<file path="src/rtl/calc_pkg.sv">
// Shared definitions for the binary-to-BCD converter: FSM states, default
// sizing and the decimal range limit helper.
package calc_pkg;

  typedef enum logic [1:0] {
    REPOSO,
    DESPLAZA,
    FIN
  } estado_t;

  localparam int DIGITOS_DEF   = 5;
  localparam int ANCHO_BIN_DEF = 17;
  localparam int MAX_DECIMAL   = 99999;

  // Largest value representable with the given number of decimal digits.
  function automatic logic [63:0] max_decimal(input int digitos);
    logic [63:0] p;
    p = 64'd1;
    for (int i = 0; i < digitos; i++) p = p * 64'd10;
    return p - 64'd1;
  endfunction

endpackage

</file>
<file path="src/rtl/ajuste_digito.sv">
// Double-dabble digit correction: adds 3 to a BCD digit that is 5 or more so
// the following left shift carries correctly into the next decade.
module ajuste_digito (
  input  logic [3:0] digito,
  output logic [3:0] ajustado
);

  assign ajustado = (digito >= 4'd5) ? digito + 4'd3 : digito;

endmodule

</file>
<file path="src/rtl/convertidor_binario_bcd.sv">
// Sequential double-dabble binary-to-BCD converter, one shift per clock.
// Optional macro RANGO_CHECK_EN: saturate to all 9s and flag error_rango.
module convertidor_binario_bcd
  import calc_pkg::*;
#(
  parameter int DIGITOS   = DIGITOS_DEF,
  parameter int ANCHO_BIN = ANCHO_BIN_DEF
) (
  input  logic                   reloj,
  input  logic                   reset,
  input  logic                   inicio,
  input  logic [ANCHO_BIN-1:0]   entrada_bin,
  output logic [4*DIGITOS-1:0]   resultado_bcd,
  output logic                   terminado,
  output logic                   ocupado,
  output logic                   error_rango
);

  localparam int                   ANCHO_CNT = $clog2(ANCHO_BIN + 1);
  localparam logic [ANCHO_CNT-1:0] PASOS     = ANCHO_CNT'(ANCHO_BIN);
  localparam logic [ANCHO_CNT-1:0] UNO       = ANCHO_CNT'(1);

  estado_t                estado;
  logic [ANCHO_CNT-1:0]   contador;
  logic [ANCHO_BIN-1:0]   operando;
  logic [4*DIGITOS-1:0]   acumulador;
  logic [4*DIGITOS-1:0]   ajustado;

  for (genvar g = 0; g < DIGITOS; g++) begin : g_ajuste
    ajuste_digito u_ajuste (
      .digito  (acumulador[4*g +: 4]),
      .ajustado(ajustado[4*g +: 4])
    );
  end

`ifdef RANGO_CHECK_EN
  localparam logic [63:0] LIMITE = max_decimal(DIGITOS);
  logic fuera_rango;
`else
  assign error_rango = 1'b0;
`endif

  // NOTE: every register here uses <= so all updates see pre-edge values;
  // blocking assignments would let the shift read its own new result.
  always_ff @(posedge reloj or negedge reset) begin
    if (!reset) begin
      estado        <= REPOSO;
      contador      <= '0;
      operando      <= '0;
      acumulador    <= '0;
      resultado_bcd <= '0;
      terminado     <= 1'b0;
      ocupado       <= 1'b0;
`ifdef RANGO_CHECK_EN
      fuera_rango   <= 1'b0;
      error_rango   <= 1'b0;
`endif
    end else begin
      terminado <= 1'b0;
      case (estado)
        REPOSO: begin
          if (inicio) begin
            operando   <= entrada_bin;
            acumulador <= '0;
            contador   <= PASOS;
            ocupado    <= 1'b1;
            estado     <= DESPLAZA;
`ifdef RANGO_CHECK_EN
            fuera_rango <= 64'(entrada_bin) > LIMITE;
`endif
          end
        end
        DESPLAZA: begin
          // {digits, operand} shift as one register; the carry spilled out of
          // the top digit refills the operand LSB and never reaches its MSB
          // before the count runs out, so it is effectively discarded.
          acumulador <= {ajustado[4*DIGITOS-2:0], operando[ANCHO_BIN-1]};
          operando   <= {operando[ANCHO_BIN-2:0], ajustado[4*DIGITOS-1]};
          contador   <= contador - UNO;
          if (contador == UNO) estado <= FIN;
        end
        FIN: begin
          terminado <= 1'b1;
          ocupado   <= 1'b0;
          estado    <= REPOSO;
`ifdef RANGO_CHECK_EN
          error_rango   <= fuera_rango;
          resultado_bcd <= fuera_rango ? {DIGITOS{4'h9}} : acumulador;
`else
          resultado_bcd <= acumulador;
`endif
        end
        default: estado <= REPOSO;
      endcase
    end
  end

endmodule

</file>
<file path="config.mk">
export PLATFORM = sky130hd
export DESIGN_NAME = convertidor_binario_bcd
export DESIGN_NICKNAME = d
export VERILOG_FILES = /design/src/rtl/calc_pkg.sv /design/src/rtl/ajuste_digito.sv /design/src/rtl/convertidor_binario_bcd.sv
export SDC_FILE = /design/constraint.sdc
export NUM_CORES = 1
export LEC_CHECK = 0
export CORE_MARGIN = 2
export CORE_UTILIZATION = 35
export CTS_BUF_LIST = sky130_fd_sc_hd__clkbuf_8
export DETAILED_ROUTE_END_ITERATION = 12
export GPL_TIMING_DRIVEN = 0
export SLEW_MARGIN = 25
export SYNTH_ARGS = -nofsm -noshare
export SYNTH_HDL_FRONTEND = slang
export SYNTH_SLANG_ARGS = --single-unit
</file>
<file path="constraint.sdc">
create_clock -name reloj -period 1.55 [get_ports reloj]
set_input_delay 0.155 -clock reloj [delete_from_list [all_inputs] [get_ports reloj]]
set_output_delay 0.155 -clock reloj [all_outputs]
set_load 0.1 [all_outputs]
</file>
==> out/qor.yml <==
place_congestion: 0.776
fillers: 783
synthTopCellsByArea: "dfrtp_1, nand2_1, ha_1"
syn_inst: 288
grt_pass1_vias: 2386
power_density_mw_per_mm2: 2360
fin_crit_sh: 0.978
h-tree-depth: 3
finalClockSkew_ns: 0.00769
cts.sinks: 66
post_dp_cell_area_sq_mm: 0.00357
cts_tree: "done"
worstPathMaxFanout: 4
r2r_start: "acumulador[1]$_DFFE_PN0P_"
power_leakage_nw: 1.82
worstPathArrival_ns: 1.73
cp-start-kind: "flop"
ys_ff_latch: 66
portBuffers: 41
cp_slowest_cell: "dfrtp_1"
synth_edf_count: 0
yosysMostFrequentCell: "dfrtp_1"
async_flop_share: 1.00
cp-startpoint: "acumulador[1]$_DFFE_PN0P_"
clk_latency_ns: 0.34
final-hold-violation-count: 0
drv_cap: 0
holdCritPathClass: "in -> async"
clock-root-buffer: "clkbuf_8"
row_count: 33
grt_pass1_wl_um: 11300
avgRoutedWirePerCell_um: 14.2
dieArea_sq_mm: 0.00937
yosysTopAreaCell: "dfrtp_1"
wirelength_um: 6640
crit_path_max_incr_delay_ns: 0.38
ys.warnings.count: 0
yosysSeqAreaShare: 0.548
antennaDiodeCount: 0
grt_max_degree: 43
die_h_um: 96.8
period_needed_ns: 1.52
netlist_area_sq_mm: 0.00301
cts_made_buffers: 9
synth_area_per_cell_sq_um: 10.5
drv_slew: 0
crit_chain: "inv_2 -> ha_1 -> nand2b_1 -> a21oi_2 -> nor3_2 -> a311o_1"
drtIter0Drc: 139
whs_ns: 0.257
drive_above_1_share: 0.290
synthTopCellsByCount: "dfrtp_1, nand2_1, o21ai_0"
floorplan.initialDensity: 0.363
synth.distinct_cells: 30
layout.nets: 390
core-area_sq_mm: 0.00830
crit_buf_inv: 1
dr_total_vias: 2338
critPathKind: "reg -> reg"
setup_violations: 0
path_delay_family: "compound AO/OA/AOI/OAI gates"
ys.flop_type: "dfrtp_1"
dpl.hpwl_um: 4520
design_area_sq_mm: 0.00399
endpoint_kind: "flop"
synthesis.nets: 320
tightest_slew_ns: 0.548
antenna_found_initial: 0
required_ns: 1.77
fin_ws_ns: 0.0341
ioPinCount: 43
die_w_um: 96.8
ant_nets: 0
grt_usage: 0.149
drc_errors: 0
run_status: "finished, final reports clean"
dp_slack_ns: -0.266
syn_to_final_growth_pct: 32.5
max-vdd-ir-drop_mv: 0.718
maxSlewHeadroom: 0.636
viasPerCell: 5.01
dr.pass1.iters: 4
clock.fmax_mhz: 660
grt-ovfl-total: 0
synth_top_area_frac: 0.548
clock_path_buffers: 2
path_clk_slew_ns: 0.06
[cells by family (layout without fill, tap and decap cells)]
family	count (synthesis)	in the layout	share of synthesized area
other	1	1	0.00124
buffers and inverters	30	104	0.0428
AO/OA/AOI/OAI	67	67	0.143
adder cells (fa/ha/maj)	12	12	0.0498
AND/OR/NAND/NOR	88	88	0.134
XOR/XNOR	10	10	0.0291
multiplexers	14	14	0.0519
flip-flops	66	66	0.548
[worst reg2reg max path: cells and delay by family, from the launching register on]
family | cells | cell delay, ns
adder cells (fa/ha/maj) | 1 | 0.17
AND/OR/NAND/NOR | 2 | 0.22
flip-flops | 1 | 0.38
AO/OA/AOI/OAI | 2 | 0.55
buffers and inverters | 1 | 0.08
[report_power, final]
part	leakage, nW	switching, mW	total (mW)	internal, mW
Sequential	0.840	0.573	3.05	2.47
Clock	0.0910	0.631	1.18	0.548
Combinational	0.884	3.32	5.22	1.90
Total	1.82	4.52	9.44	4.92
[layout make-up]
cell class              instances  area, sq um  share of cell area
clock buffers                   9          124              0.0310
clock inverters                 6         27.5             0.00689
multi-input cells             192         1320               0.330
flip-flops and latches         66         1650               0.414
inverters                      14         52.6              0.0132
plain buffers                  16          103              0.0257
well taps                     105          131              0.0329
repair buffers                 59          586               0.147
[layout by cell type (no fill, tap or decap), types with 2 or more instances in the layout]
cell / count
ha_1: 7
nor2_1: 2
ha_4: 2
clkdlybuf4s50_1: 18
clkbuf_8: 9
a32o_1: 5
a22oi_1: 16
o21ai_0: 24
nand3_1: 18
nand2_1: 48
clkbuf_1: 3
clkinv_2: 4
a21oi_2: 5
mux2_2: 12
ha_2: 3
buf_6: 3
o21ai_1: 2
clkbuf_2: 2
xor2_1: 4
clkdlybuf4s15_2: 22
dfrtp_1: 65
nand2b_1: 6
inv_2: 8
a21oi_1: 3
o31ai_1: 10
and3_1: 2
xnor2_1: 6
buf_4: 19
buf_2: 5
inv_1: 8
[timing repair]
action / CTS / global route
hold buffers: 1 / 0
endpoints found under the setup margin: 42 / 32
pin swaps: 4 / 4
gates resized for setup: 80 / 31
buffers inserted: 5 / 11
endpoints found under the hold margin: 24 / 0
[per-layer routing]
layer  wire (um)  GRT usage
met1        3120      0.192
met2        3200      0.240
met3         223     0.0311
met4          91     0.0683
met5           0          0
[stage by stage]
stage / cells / setup TNS [ns] / total power [mW] / utilization
final: 467 / 0 / 9.44 / 0.481
after global routing: 467 / -0.0457 / 10.2 / 0.481
after CTS: 456 / 0 / 9.11 / 0.461
after detailed placement: 435 / -6.87 / 7.73 / 0.430
after global placement: 434 / -135.99 / 7.62 / 0.428
after floorplan: 288 / 0 / 6.52 / -
[state kept, by name, indices dropped and copies added, names as in the netlist]
register       cells
acumulador        20
estado             2
operando          17
ocupado            1
contador           5
resultado_bcd     20
terminado          1
[final timing paths]
check	to	slack, ns	depth (start not counted)
worst max-delay path	acumulador[2]$_DFFE_PN0P_	0.03	6
worst min-delay path	resultado_bcd[6]$_DFFE_PN0P_	0.26	2
worst max register to register	acumulador[2]$_DFFE_PN0P_	0.03	6
worst min register to register	operando[15]$_DFFE_PN0P_	0.48	2
max in group asynchronous	estado[1]$_DFFE_PN0P_	0.76	3
min in group reloj	operando[9]$_DFFE_PN0P_	0.41	3
Note: power is estimated with default switching activity, not from simulation.
